File: src/rtl/instr_issue_if.sv
// Loader and controller-FSM facing signals of the instruction issue stage.
// slave is the issue stage's view; master is the view of whatever drives it.
interface instr_issue_if;
  logic [15:0] in_instr;
  logic        in_valid;
  logic        in_ready;
  logic        w;
  logic [2:0]  nsel;
  logic        s;
  logic [2:0]  opcode;
  logic [1:0]  op;
  logic [1:0]  shift;
  logic [2:0]  regnum;
  logic [15:0] sximm8;
  logic [15:0] sximm5;
  logic        busy;
  logic        halted;

  modport slave (
    input  in_instr, in_valid, w, nsel,
    output in_ready, s, opcode, op, shift, regnum, sximm8, sximm5, busy, halted
  );

  modport master (
    output in_instr, in_valid, w, nsel,
    input  in_ready, s, opcode, op, shift, regnum, sximm8, sximm5, busy, halted
  );
endinterface

File: src/rtl/instr_issue.sv
// Instruction FIFO plus current-instruction register feeding the controller FSM.
// Issues one instruction per FSM WAIT, holds s until the FSM leaves WAIT, stops on HALT.
module instr_issue #(
  parameter int DEPTH = 2
) (
  input logic          clk,
  input logic          reset,
  instr_issue_if.slave bus
);
  localparam int AW = (DEPTH > 1) ? $clog2(DEPTH) : 1;
  localparam int CW = AW + 1;

  localparam logic [2:0] IDLE  = 3'd0;
  localparam logic [2:0] START = 3'd1;
  localparam logic [2:0] ACK   = 3'd2;
  localparam logic [2:0] EXEC  = 3'd3;
  localparam logic [2:0] HALT  = 3'd4;

  logic [15:0]   mem_q [DEPTH];
  logic [15:0]   mem_d [DEPTH];
  logic [AW-1:0] wr_ptr_q, wr_ptr_d;
  logic [AW-1:0] rd_ptr_q, rd_ptr_d;
  logic [CW-1:0] count_q, count_d;
  logic          in_ready_q, in_ready_d;
  logic [15:0]   cir_q, cir_d;
  logic [2:0]    state_q, state_d;

  logic        push;
  logic        pop;
  logic [15:0] head;

  assign head = mem_q[rd_ptr_q];
  assign push = bus.in_valid && in_ready_q;
  assign pop  = (state_q == IDLE) && (count_q != '0) && bus.w;

  // in_ready is the registered "not full" of the post-edge count, so a full
  // FIFO never accepts a word in the same cycle it pops one.
  always_comb begin
    mem_d    = mem_q;
    wr_ptr_d = wr_ptr_q;
    rd_ptr_d = rd_ptr_q;
    count_d  = count_q;
    if (push) begin
      mem_d[wr_ptr_q] = bus.in_instr;
      wr_ptr_d        = wr_ptr_q + AW'(1);
    end
    if (pop) begin
      rd_ptr_d = rd_ptr_q + AW'(1);
    end
    case ({push, pop})
      2'b10:   count_d = count_q + CW'(1);
      2'b01:   count_d = count_q - CW'(1);
      default: count_d = count_q;
    endcase
    in_ready_d = (count_d != CW'(DEPTH));
  end

  always_comb begin
    state_d = state_q;
    cir_d   = cir_q;
    case (state_q)
      IDLE: begin
        if (pop) begin
          cir_d   = head;
          state_d = (head[15:13] == 3'b111) ? HALT : START;
        end
      end
      START:   state_d = ACK;
      ACK:     if (!bus.w) state_d = EXEC;
      EXEC:    if (bus.w) state_d = IDLE;
      HALT:    state_d = HALT;
      default: state_d = IDLE;
    endcase
  end

  always_ff @(posedge clk or negedge reset) begin
    if (!reset) begin
      for (int i = 0; i < DEPTH; i++) mem_q[i] <= '0;
      wr_ptr_q   <= '0;
      rd_ptr_q   <= '0;
      count_q    <= '0;
      in_ready_q <= 1'b1;
      cir_q      <= '0;
      state_q    <= IDLE;
    end else begin
      mem_q      <= mem_d;
      wr_ptr_q   <= wr_ptr_d;
      rd_ptr_q   <= rd_ptr_d;
      count_q    <= count_d;
      in_ready_q <= in_ready_d;
      cir_q      <= cir_d;
      state_q    <= state_d;
    end
  end

  assign bus.in_ready = in_ready_q;
  assign bus.s        = (state_q == START) || (state_q == ACK);
  assign bus.busy     = (state_q != IDLE);
  assign bus.halted   = (state_q == HALT);
  assign bus.opcode   = cir_q[15:13];
  assign bus.op       = cir_q[12:11];
  assign bus.shift    = cir_q[4:3];
  assign bus.sximm8   = {{8{cir_q[7]}}, cir_q[7:0]};
  assign bus.sximm5   = {{11{cir_q[4]}}, cir_q[4:0]};

  always_comb begin
    case (bus.nsel)
      3'b100:  bus.regnum = cir_q[10:8];
      3'b010:  bus.regnum = cir_q[7:5];
      3'b001:  bus.regnum = cir_q[2:0];
      default: bus.regnum = 3'b000;
    endcase
  end
endmodule

File: src/flat_wrapper.sv
// flat-port wrapper written by rule: the top's interface ports become plain ports
module instr_issue_flat 
#(
  parameter int DEPTH = 2
)
  (clk, reset, bus_in_instr, bus_in_valid, bus_w, bus_nsel, bus_in_ready, bus_s, bus_opcode, bus_op, bus_shift, bus_regnum, bus_sximm8, bus_sximm5, bus_busy, bus_halted);
  instr_issue_if bus_i ();
  input logic clk;
  input logic reset;
  input wire logic [$bits(bus_i.in_instr)-1:0] bus_in_instr;
  input wire logic [$bits(bus_i.in_valid)-1:0] bus_in_valid;
  input wire logic [$bits(bus_i.w)-1:0] bus_w;
  input wire logic [$bits(bus_i.nsel)-1:0] bus_nsel;
  output wire logic [$bits(bus_i.in_ready)-1:0] bus_in_ready;
  output wire logic [$bits(bus_i.s)-1:0] bus_s;
  output wire logic [$bits(bus_i.opcode)-1:0] bus_opcode;
  output wire logic [$bits(bus_i.op)-1:0] bus_op;
  output wire logic [$bits(bus_i.shift)-1:0] bus_shift;
  output wire logic [$bits(bus_i.regnum)-1:0] bus_regnum;
  output wire logic [$bits(bus_i.sximm8)-1:0] bus_sximm8;
  output wire logic [$bits(bus_i.sximm5)-1:0] bus_sximm5;
  output wire logic [$bits(bus_i.busy)-1:0] bus_busy;
  output wire logic [$bits(bus_i.halted)-1:0] bus_halted;
  assign bus_i.in_instr = bus_in_instr;
  assign bus_i.in_valid = bus_in_valid;
  assign bus_i.w = bus_w;
  assign bus_i.nsel = bus_nsel;
  assign bus_in_ready = bus_i.in_ready;
  assign bus_s = bus_i.s;
  assign bus_opcode = bus_i.opcode;
  assign bus_op = bus_i.op;
  assign bus_shift = bus_i.shift;
  assign bus_regnum = bus_i.regnum;
  assign bus_sximm8 = bus_i.sximm8;
  assign bus_sximm5 = bus_i.sximm5;
  assign bus_busy = bus_i.busy;
  assign bus_halted = bus_i.halted;
  instr_issue #(.DEPTH(DEPTH)) u_core (.clk(clk), .reset(reset), .bus(bus_i));
endmodule
File: config.mk
export PLATFORM = sky130hd
export DESIGN_NAME = instr_issue_flat
export DESIGN_NICKNAME = d
export VERILOG_FILES = /design/src/rtl/instr_issue_if.sv /design/src/rtl/instr_issue.sv /design/src/flat_wrapper.sv
export SDC_FILE = /design/constraint.sdc
export NUM_CORES = 1
export LEC_CHECK = 0
export BUFFER_PORTS_ARGS = -buffer_cell sky130_fd_sc_hd__buf_4
export CORE_ASPECT_RATIO = 1.1
export CORE_MARGIN = 2
export CORE_UTILIZATION = 53
export CTS_BUF_LIST = sky130_fd_sc_hd__clkbuf_8 sky130_fd_sc_hd__clkbuf_16
export DETAILED_ROUTE_END_ITERATION = 8
export PLACE_DENSITY = 0.82
export SLEW_MARGIN = 20
export SYNTH_ARGS = -nofsm -noshare
export SYNTH_HDL_FRONTEND = slang
export SYNTH_SLANG_ARGS = --single-unit
File: constraint.sdc
create_clock -name clk -period 2.2 [get_ports clk]
set_input_delay 0.11 -clock clk [delete_from_list [all_inputs] [get_ports clk]]
set_output_delay 0.11 -clock clk [all_outputs]
set_load 0.005 [all_outputs]
# After elaboration in Yosys (flattened, before gate mapping)
# Index checks and enable logic that the tools add are counted.
totals:
  ff_bits: 56
  inputBits: 23
  output_inout_bits: 46
classes:
  n_addsub: 4
  order_cmp: 3
  n_eq_ne: 14
  n_mux: 13
  bitwise: 2
  reduce_logical: 10
op_table:
  columns: ["cell", "count"]
  rows:
  - ["$mux W16", 4]
  - ["$bwmux W32", 1]
  - ["$demux W16 S1", 1]
  - ["$pmux W3 S5", 1]
  - ["$mux W3", 4]
  - ["$eq A3 B2 Y1 const B", 3]
  - ["$eq A3 B3 Y1 const B", 3]
  - ["$pmux W3 S3", 1]
  - ["$eq A3 B1 Y1 const B", 2]
  - ["$ne A2 B2 Y1 const B", 3]
  - ["$ge A2 B2 Y1 const B", 2]
  - ["$logic_and A1 B1 Y1", 4]
  - ["$not A1 Y2", 2]
  - ["$pmux W2 S2", 1]
  - ["$logic_not A3 Y1", 1]
  - ["$reduce_and A3 Y1", 1]
  - ["$reduce_bool A3 Y1", 1]
  - ["$add A1 B1 Y1 const B", 2]
  - ["$add A2 B1 Y2 const B", 1]
  - ["$eq A2 B1 Y1 const B", 1]
  - ["$eq A2 B2 Y1 const B", 1]
  - ["$lt A2 B1 Y1 const B", 1]
  - ["$ne A2 B1 Y1 const B", 1]
  - ["$reduce_and A2 Y1", 1]
  - ["3 further kinds", 3]

# Logic depth before layout (Yosys ltp)
# Gate-level depths: netlist of run 1.
depth:
  word_depth: 8
  depth_mapped: 8
  depth_no_buf: 7

# Worst setup path before layout of run 1
# No wires, ideal clock.
synth_timing:
  path_type: "flip-flop to flip-flop"
  from: "register u_core.count_q[0]"
  to: "register u_core.count_q[1]"
  setup_time_ns: 0.124
  arrival_time_ns: 1.473
  t_required_ns: 2.076
  slack_ns: 0.603
  path_stages_with_launch: 9
  n_path_buf: 1
  synth_period_minus_slack_ns: 1.597
  cell_sequence: "dfrtp_1 > buf_2 > o21a_1 > nand2_1 > inv_1 > ha_1 > inv_1 > nand2_1 > xnor2_1"
synth_via:
  elab_chain_len: 5
  word_cells_on_any_way: 8
  classes_between: "add/sub: 2; eq/ne: 2; mux: 1; reduce/logical: 3"
synth_rtl:
  columns: ["element", "line_no", "text"]
  rows:
  - ["from (decl)", "instr_issue.sv:23", "logic [CW-1:0] count_q, count_d;"]
  - ["from (signal assigned)", "instr_issue.sv:89", "count_q <= count_d;"]
  - ["$reduce_bool A2 Y1 (*)", "instr_issue.sv:34", "assign pop = (state_q == IDLE) && (count_q != '0) && bus.w;"]
  - ["$logic_and A1 B1 Y1 (*) (2 in series)", "instr_issue.sv:34", null]
  - ["via u_core.pop", "instr_issue.sv:29", "logic pop;"]
  - ["$eq A2 B1 Y1 or $eq A2 B2 Y1 (tied branches)", "instr_issue.sv:50", "case ({push, pop})"]
  - ["$pmux W2 S2 (*)", "instr_issue.sv:50", null]
  - ["via u_core.count_d[1]", "instr_issue.sv:23", null]
# Mark *: on every way through the listed nets, which the timed path passes. The rest lies on a longest branch.
# A chain may end at the register's enable or synchronous reset.

# Worst setup path after layout of run 1
layout_timing:
  from: "register u_core.in_ready_q, in the netlist u_core.bus.in_ready"
  to: "register u_core.mem_q[26] (netlist name)"
layout_via:
  elab_chain_len: 1
layout_rtl:
  columns: ["element", "line_no", "text"]
  rows:
  - ["from (decl)", "instr_issue.sv:24", "logic in_ready_q, in_ready_d;"]
  - ["from (signal assigned)", "instr_issue.sv:90", "in_ready_q <= in_ready_d;"]
  - ["$logic_and A1 B1 Y1", "instr_issue.sv:33", "assign push = bus.in_valid && in_ready_q;"]
  - ["to (signal assigned)", "instr_issue.sv:86", "mem_q <= mem_d;"]
  - ["to (decl)", "instr_issue.sv:19", "logic [15:0] mem_q [DEPTH];"]
# Every way passes these cells.

==> flow_metrics.py, run 1 <==
metrics = {
    "logic_synthesis": {
        "syn_area_mm2": 0.00274,
        "synth.top_cell.area_share": 0.502,
        "ys_warn_count": 0,
        "synth_common_cells": "55 x dfrtp_1, 39 x buf_4, 33 x o21ai_0, 23 x mux2_2, 15 x mux2i_1",
        "syn-instance-count": 231,
        "synth_fp_nets": 255,
        "yosysMostFrequentCell": "dfrtp_1",
        "synth_top_area_cell": "dfrtp_1",
        "synth_async_sr_flop_share": 1.00,
        "synth.avg_cell_area_um2": 11.9,
        "synth_ff_type": "dfrtp_1",
        "ys_ff_latch": 56,
        "synth_area_leaders": "dfrtp_1 50%, buf_4 11%, mux2_2 9.5%, o21ai_0 6.0%, mux2i_1 5.5%",
        "synth-edff-count": 0,
        "seq_area_frac_synth": 0.512,
        "synth_cell_type_count": 35,
    },
    "cts": {
        "cts_tree": "built",
        "cts_buffers": 5,
        "clk_pin_slew_ns": 0.09,
        "h-tree-depth": 2,
        "root_buffer": "clkbuf_8",
        "worstSkewPairLatency_ns": 0.31,
        "clkSinkCount": 56,
        "clock_path_buffers": 2,
    },
    "grt": {
        "gr-total-overflow": 0,
        "grt_pass1_wl_mm": 7.56,
        "antenna_found_initial": 0,
        "grt_usage": 0.173,
        "grt_max_degree": 57,
        "first_global_vias": 1557,
    },
    "worst_setup_path": {
        "cp.required_ns": 2.39,
        "endpoint_kind": "register",
        "start_kind": "register",
        "crit_start": "u_core.bus.in_ready",
        "rr_startpoint": "u_core.bus.in_ready",
        "ff2ff_path_depth": 3,
        "reg2reg_to": "u_core.mem_q[26]",
        "cp_max_fo": 17,
        "r2r_slack_ns": 0.50,
        "cp_cell_sequence": "nand2_1 > or2_1 > mux2_4",
        "worst-setup-path-type": "register to register",
        "critPathSlowestCell": "dfstp_2",
        "arrival_ns": 1.90,
        "critPathMaxStageDelay_ns": 0.55,
    },
    "placed_design": {
        "port_buffers": 68,
        "dp_hpwl_mm": 3.48,
        "gp_congestion": 0.767,
        "place_area_mm2": 0.00300,
    },
    "drt": {
        "route.detailed.drc": 0,
        "wire_per_inst_um": 15.0,
        "postRouteAntennaNets": 0,
        "drtIter0Drc": 115,
        "vias": 1716,
        "drt_first_pass_iters": 8,
        "viasPerCell": 5.33,
        "wl_mm": 4.84,
    },
    "die": {
        "die_area_mm2": 0.00576,
        "rows": 27,
        "ios": 69,
        "start_util": 0.548,
        "core_mm2": 0.00500,
        "fp.dieW_um": 72.6,
        "die_height_um": 79.4,
    },
    "timing": {
        "min_period_over_period": 0.774,
        "min_period_ns": 1.70,
        "grt_setup_unrepaired": "no",
        "worstMarginPinSlew_ns": 0.960,
        "finalMaxSlewViolations": 0,
        "skew_ns": 0.00723,
        "max_freq_mhz": 587,
        "hold_violations": 0,
        "setup_violations": 0,
        "slew-limit-headroom": 0.356,
        "finalSetupTns_ns": 0,
    },
    "cells_and_area": {
        "multiInputGateArea_um2": 975,
        "synthToLayoutAreaGrowth_pct": 14.1,
        "utilization": 0.625,
        "antenna_cells": 0,
        "fin_area_mm2": 0.00313,
        "layout-drive-gt1-share": 0.428,
        "fillCellCount": 410,
        "final_nets": 287,
        "ff_latch_area_mm2": 0.00140,
    },
    "power": {
        "powerDensity_mw_per_mm2": 1400,
        "vdd_ir_drop_max_mv": 0.533,
        "p_leak_nw": 1.51,
    },
    "outcome": {
        "status": "finished clean",
    },
    "hold_path": {
        "min_path_cells": 2,
        "hold_path_class": "primary input to register",
        "min_to": "u_core.mem_q[27]",
        "min_from": "bus_in_instr[11]",
    },
    "job": {
        "cap_viol_max_count": 0,
    },
}
-- final cells by class --
type / instances / area share
well taps: 58 / 0.0232
repair buffers: 73 / 0.177
clock inverters: 3 / 0.0124
multi-input cells: 123 / 0.312
clock buffers: 5 / 0.0220
inverters: 4 / 0.00480
flip-flops and latches: 56 / 0.449
-- flip-flops by register name, summed over array words and instances (netlist names) --
name / count
u_core.rd_ptr_q: 1
u_core.mem_q: 32
u_core.cir_q: 16
u_core.count_q: 2
u_core.bus.in_ready: 1
u_core.state_q: 3
u_core.wr_ptr_q: 1
-- worst max-delay path: cells and delay by family, from the launching register on --
kind | cells | cell delay [ns]
simple gates | 2 | 0.62
mux | 1 | 0.42
flops | 1 | 0.55
-- per-stage QoR --
stage | setup WS [ns] | power (mW) | hold slack [ns] | cells
final | 0.497 | 4.37 | 0.0356 | 322
after global routing | 0.382 | 4.68 | 0.0220 | 322
after CTS | 0.459 | 4.42 | 0.0263 | 322
after detailed placement | 0.482 | 3.76 | 0.198 | 312
after global placement | 0.537 | 3.66 | 0.192 | 312
after floorplan | 0.603 | 3.34 | -0.186 | 231
-- cell families (layout without fill, tap and decap cells) --
logic type | count (synthesis) | in the layout | share of synthesized area
flops | 56 | 56 | 0.512
buf+inv | 52 | 85 | 0.132
mux | 47 | 47 | 0.199
compound gates | 45 | 45 | 0.0909
simple gates | 25 | 25 | 0.0457
xor+xnor | 5 | 5 | 0.0160
fa+ha+maj | 1 | 1 | 0.00457
-- where the power goes --
group          internal [mW]  switching, mW
Sequential              1.53          0.411
Clock                  0.334          0.317
Combinational           1.09          0.694
-- layer usage --
metal / routed length [um] / track usage / up-vias
li1: - / - / 818
met1: 2060 / 0.223 / 840
met2: 2440 / 0.286 / 53
met3: 262 / 0.0404 / 5
met4: 84 / 0.0611 / 0
met5: 0 / 0 / -
-- repair_timing --
action	4_1_cts	5_1_grt
gates resized for setup	0	0
hold endpoints to repair	56	0
setup buffers	0	0
hold buffers	2	0
-- how the worst max path moves through the flow --
stage / cells after the start / to / slack, ns
4_1_cts: 3 / u_core.mem_q[19] / 0.46
5_1_grt: 3 / u_core.cir_q[2] / 0.38
2_1_floorplan: 8 / u_core.count_q[1] / 0.60
3_5_place_dp: 3 / u_core.mem_q[16] / 0.48
3_3_place_gp: 3 / u_core.mem_q[26] / 0.54
6_report: 3 / u_core.mem_q[26] / 0.50
-- placed cells by master, fill, tap and decap left out, types with 2 or more instances in the layout --
master         Yosys  routed
a22oi_1            3       3
buf_4             39      71
clkbuf_8           0       5
dfrtp_1           55      55
dlygate4sd3_1      0       2
inv_1              4       5
mux2_2            23      23
mux2_4             9       9
mux2i_1           15      15
nand2_1           11      11
nor2_1             3       3
nor2b_1            2       2
o21ai_0           33      33
o21ai_1            2       2
xnor2_1            4       4
Note: power is estimated with default switching activity, not from simulation.
==> run 2, diff against run 1 <==
- CORE_UTILIZATION: 53 -> 48
- PLACE_DENSITY: 0.82 -> 0.78
- clock period: 2.2 -> 1.35 ns (I/O delays scaled with it)
==> run 2 against run 1 <==
The flow now finishes with violations (setup timing); clock power grew 45%; cell area grew 14%; flip-flop and latch count is the same; non-clock buffer count grew 37; sequential share of layout area shrank 5.7 points; wire length grew 14%; worst hold slack gained 0.031 ns; largest power group is now combinational cells; critical path depth grew 2; sequential power grew 58%; power grew 77%; first-iteration DRC count grew 7.0%; critical path type is now register to output port.
==> flow_metrics.py, run 2 (synthesized netlist as in run 1, its figures left out) <==
metrics = {
    "outcome": {
        "status": "finished, violations left",
        "failed_checks": "setup timing",
    },
    "cts": {
        "cts_tree": "built",
        "clock_path_buffers": 2,
        "h-tree-depth": 2,
        "clk_pin_slew_ns": 0.10,
        "cts_buffers": 5,
        "root_buffer": "clkbuf_8",
        "worstSkewPairLatency_ns": 0.32,
        "clkSinkCount": 56,
    },
    "job": {
        "cap_viol_max_count": 0,
    },
    "timing": {
        "setup_slack_ns": -0.172,
        "finalSetupTns_ns": -2.72,
        "finalMaxSlewViolations": 0,
        "worstMarginPinSlew_ns": 0.392,
        "slew-limit-headroom": 0.739,
        "hold_violations": 0,
        "whs_ns": 0.0661,
        "setup_violations": 35,
        "min_period_ns": 1.52,
        "min_period_over_period": 1.13,
        "max_freq_mhz": 657,
        "grt_setup_unrepaired": "yes",
        "skew_ns": 0.0108,
    },
    "worst_setup_path": {
        "r2r_slack_ns": -0.12,
        "reg2reg_to": "u_core.cir_q[1]",
        "endpoint_kind": "output port",
        "arrival_ns": 1.45,
        "cp.required_ns": 1.28,
        "worst-setup-path-type": "register to output port",
        "start_kind": "register",
        "rr_startpoint": "u_core.state_q[2]",
        "cp_max_fo": 2,
        "ff2ff_path_depth": 6,
    },
    "power": {
        "p_int_mw": 5.15,
        "power_mw": 7.73,
        "p_comb_frac": 0.481,
        "powerDensity_mw_per_mm2": 2160,
        "swShare": 0.333,
        "clockPowerShare": 0.122,
        "p_leak_nw": 1.72,
        "seqPwrFrac": 0.397,
        "vdd_ir_drop_max_mv": 1.14,
        "power_switching_mw": 2.58,
    },
    "drt": {
        "wire_per_inst_um": 14.7,
        "vias": 1881,
        "viasPerCell": 5.00,
        "drtIter0Drc": 123,
        "wl_mm": 5.51,
        "postRouteAntennaNets": 0,
        "route.detailed.drc": 0,
        "drt_first_pass_iters": 4,
    },
    "cells_and_area": {
        "top_register": "u_core.mem_q",
        "final_common_cell": "buf_4",
        "final_nets": 324,
        "largest_reg_flops": 32,
        "top_regs": "u_core.mem_q x32, u_core.cir_q x16, u_core.state_q x3",
        "antenna_cells": 0,
        "final_cell_count_no_fill": 376,
        "layout-drive-gt1-share": 0.482,
        "utilization": 0.659,
        "multiInputGateArea_mm2": 0.00102,
        "final_cell_mix": "85 x buf_4, 55 x dfrtp_1, 23 x o21ai_0, 23 x mux2_2, 18 x dlygate4sd3_1",
        "fin_area_mm2": 0.00358,
        "fillCellCount": 389,
        "ff_latch_area_mm2": 0.00140,
        "synthToLayoutAreaGrowth_pct": 30.5,
    },
    "grt": {
        "grt_usage": 0.182,
        "first_global_vias": 1834,
        "gr-total-overflow": 0,
        "antenna_found_initial": 0,
        "grt_max_degree": 37,
        "grt_pass1_wl_mm": 9.22,
    },
    "placed_design": {
        "port_buffers": 68,
        "dp.cells": 344,
        "place_area_mm2": 0.00319,
        "gp_congestion": 0.712,
        "dp_hpwl_mm": 3.82,
        "place_ws_ns": -0.0748,
    },
    "die": {
        "fp.dieW_um": 76.0,
        "ios": 69,
        "rows": 28,
        "die_area_mm2": 0.00633,
        "core_mm2": 0.00543,
        "start_util": 0.505,
        "die_height_um": 83.2,
    },
    "hold_path": {
        "min_to": "u_core.state_q[1]",
        "min_from": "bus_w",
        "hold_path_class": "primary input to register",
        "min_path_cells": 3,
    },
}
==> run 2: cell types whose count changed in the layout (fill, tap and decap cells not counted), moves of 3 or more <==
| cell | change |
|---|---|
| buf_4 | +14 |
| buf_6 | +3 |
| o21ai_1 | +10 |
| buf_12 | +3 |
| o21ai_0 | -10 |
| inv_1 | -3 |
| dlygate4sd3_1 | +16 |
==> run 2: repair_timing <==
item / in CTS / in global routing
setup endpoints to repair: 36 / 38
resized for setup: 15 / 9
endpoints found under the hold margin: 77 / 6
setup buffers: 5 / 1
gates cloned: 1 / 0
hold buffers: 13 / 5
pin swaps: 6 / 5
==> run 2: layout make-up <==
class	instances	area share
Clock inverter	2	0.00315
Multi-Input combinational cell	123	0.287
Timing Repair Buffer	110	0.263
Sequential cell	56	0.392
Tap cell	75	0.0262
Inverter	4	0.00595
Clock buffer	6	0.0231
==> run 2: worst max-delay path by stage <==
| stage | slack (ns) | end | startpoint | cells after the start |
|---|---|---|---|---|
| 2_1_floorplan | -0.16 | u_core.mem_q[23] | u_core.bus.in_ready | 5 |
| 3_3_place_gp | -0.03 | u_core.mem_q[23] | u_core.bus.in_ready | 4 |
| 3_5_place_dp | -0.07 | u_core.cir_q[9] | u_core.state_q[2] | 5 |
| 4_1_cts | -0.15 | bus_busy | u_core.state_q[0] | 5 |
| 5_1_grt | -0.21 | bus_busy | u_core.state_q[2] | 5 |
| 6_report | -0.17 | bus_busy | u_core.state_q[2] | 5 |
==> run 2: routing by layer <==
layer,routed length [um],up-vias,GRT usage
met5,0,-,0
met4,95,0,0.0694
met3,274,7,0.0457
met2,2780,50,0.308
met1,2360,925,0.225
li1,-,899,-
==> run 2: critical path, cell delays in order (launching register included) <==
cell and delay [ns]:
dfrtp_1 0.41, nor3_2 0.22, buf_4 0.16, clkinvlp_4 0.11
buf_6 0.13, buf_6 0.10
==> run 2: power groups by stage <==
stage               clock (mW)  sequential [mW]  combinational (mW)
floorplan                    0             2.92                2.58
global placement             0             3.04                3.28
detailed placement           0             3.10                3.38
CTS                      0.960             3.06                3.65
global route              1.02             3.19                4.02
finish                   0.945             3.07                3.71
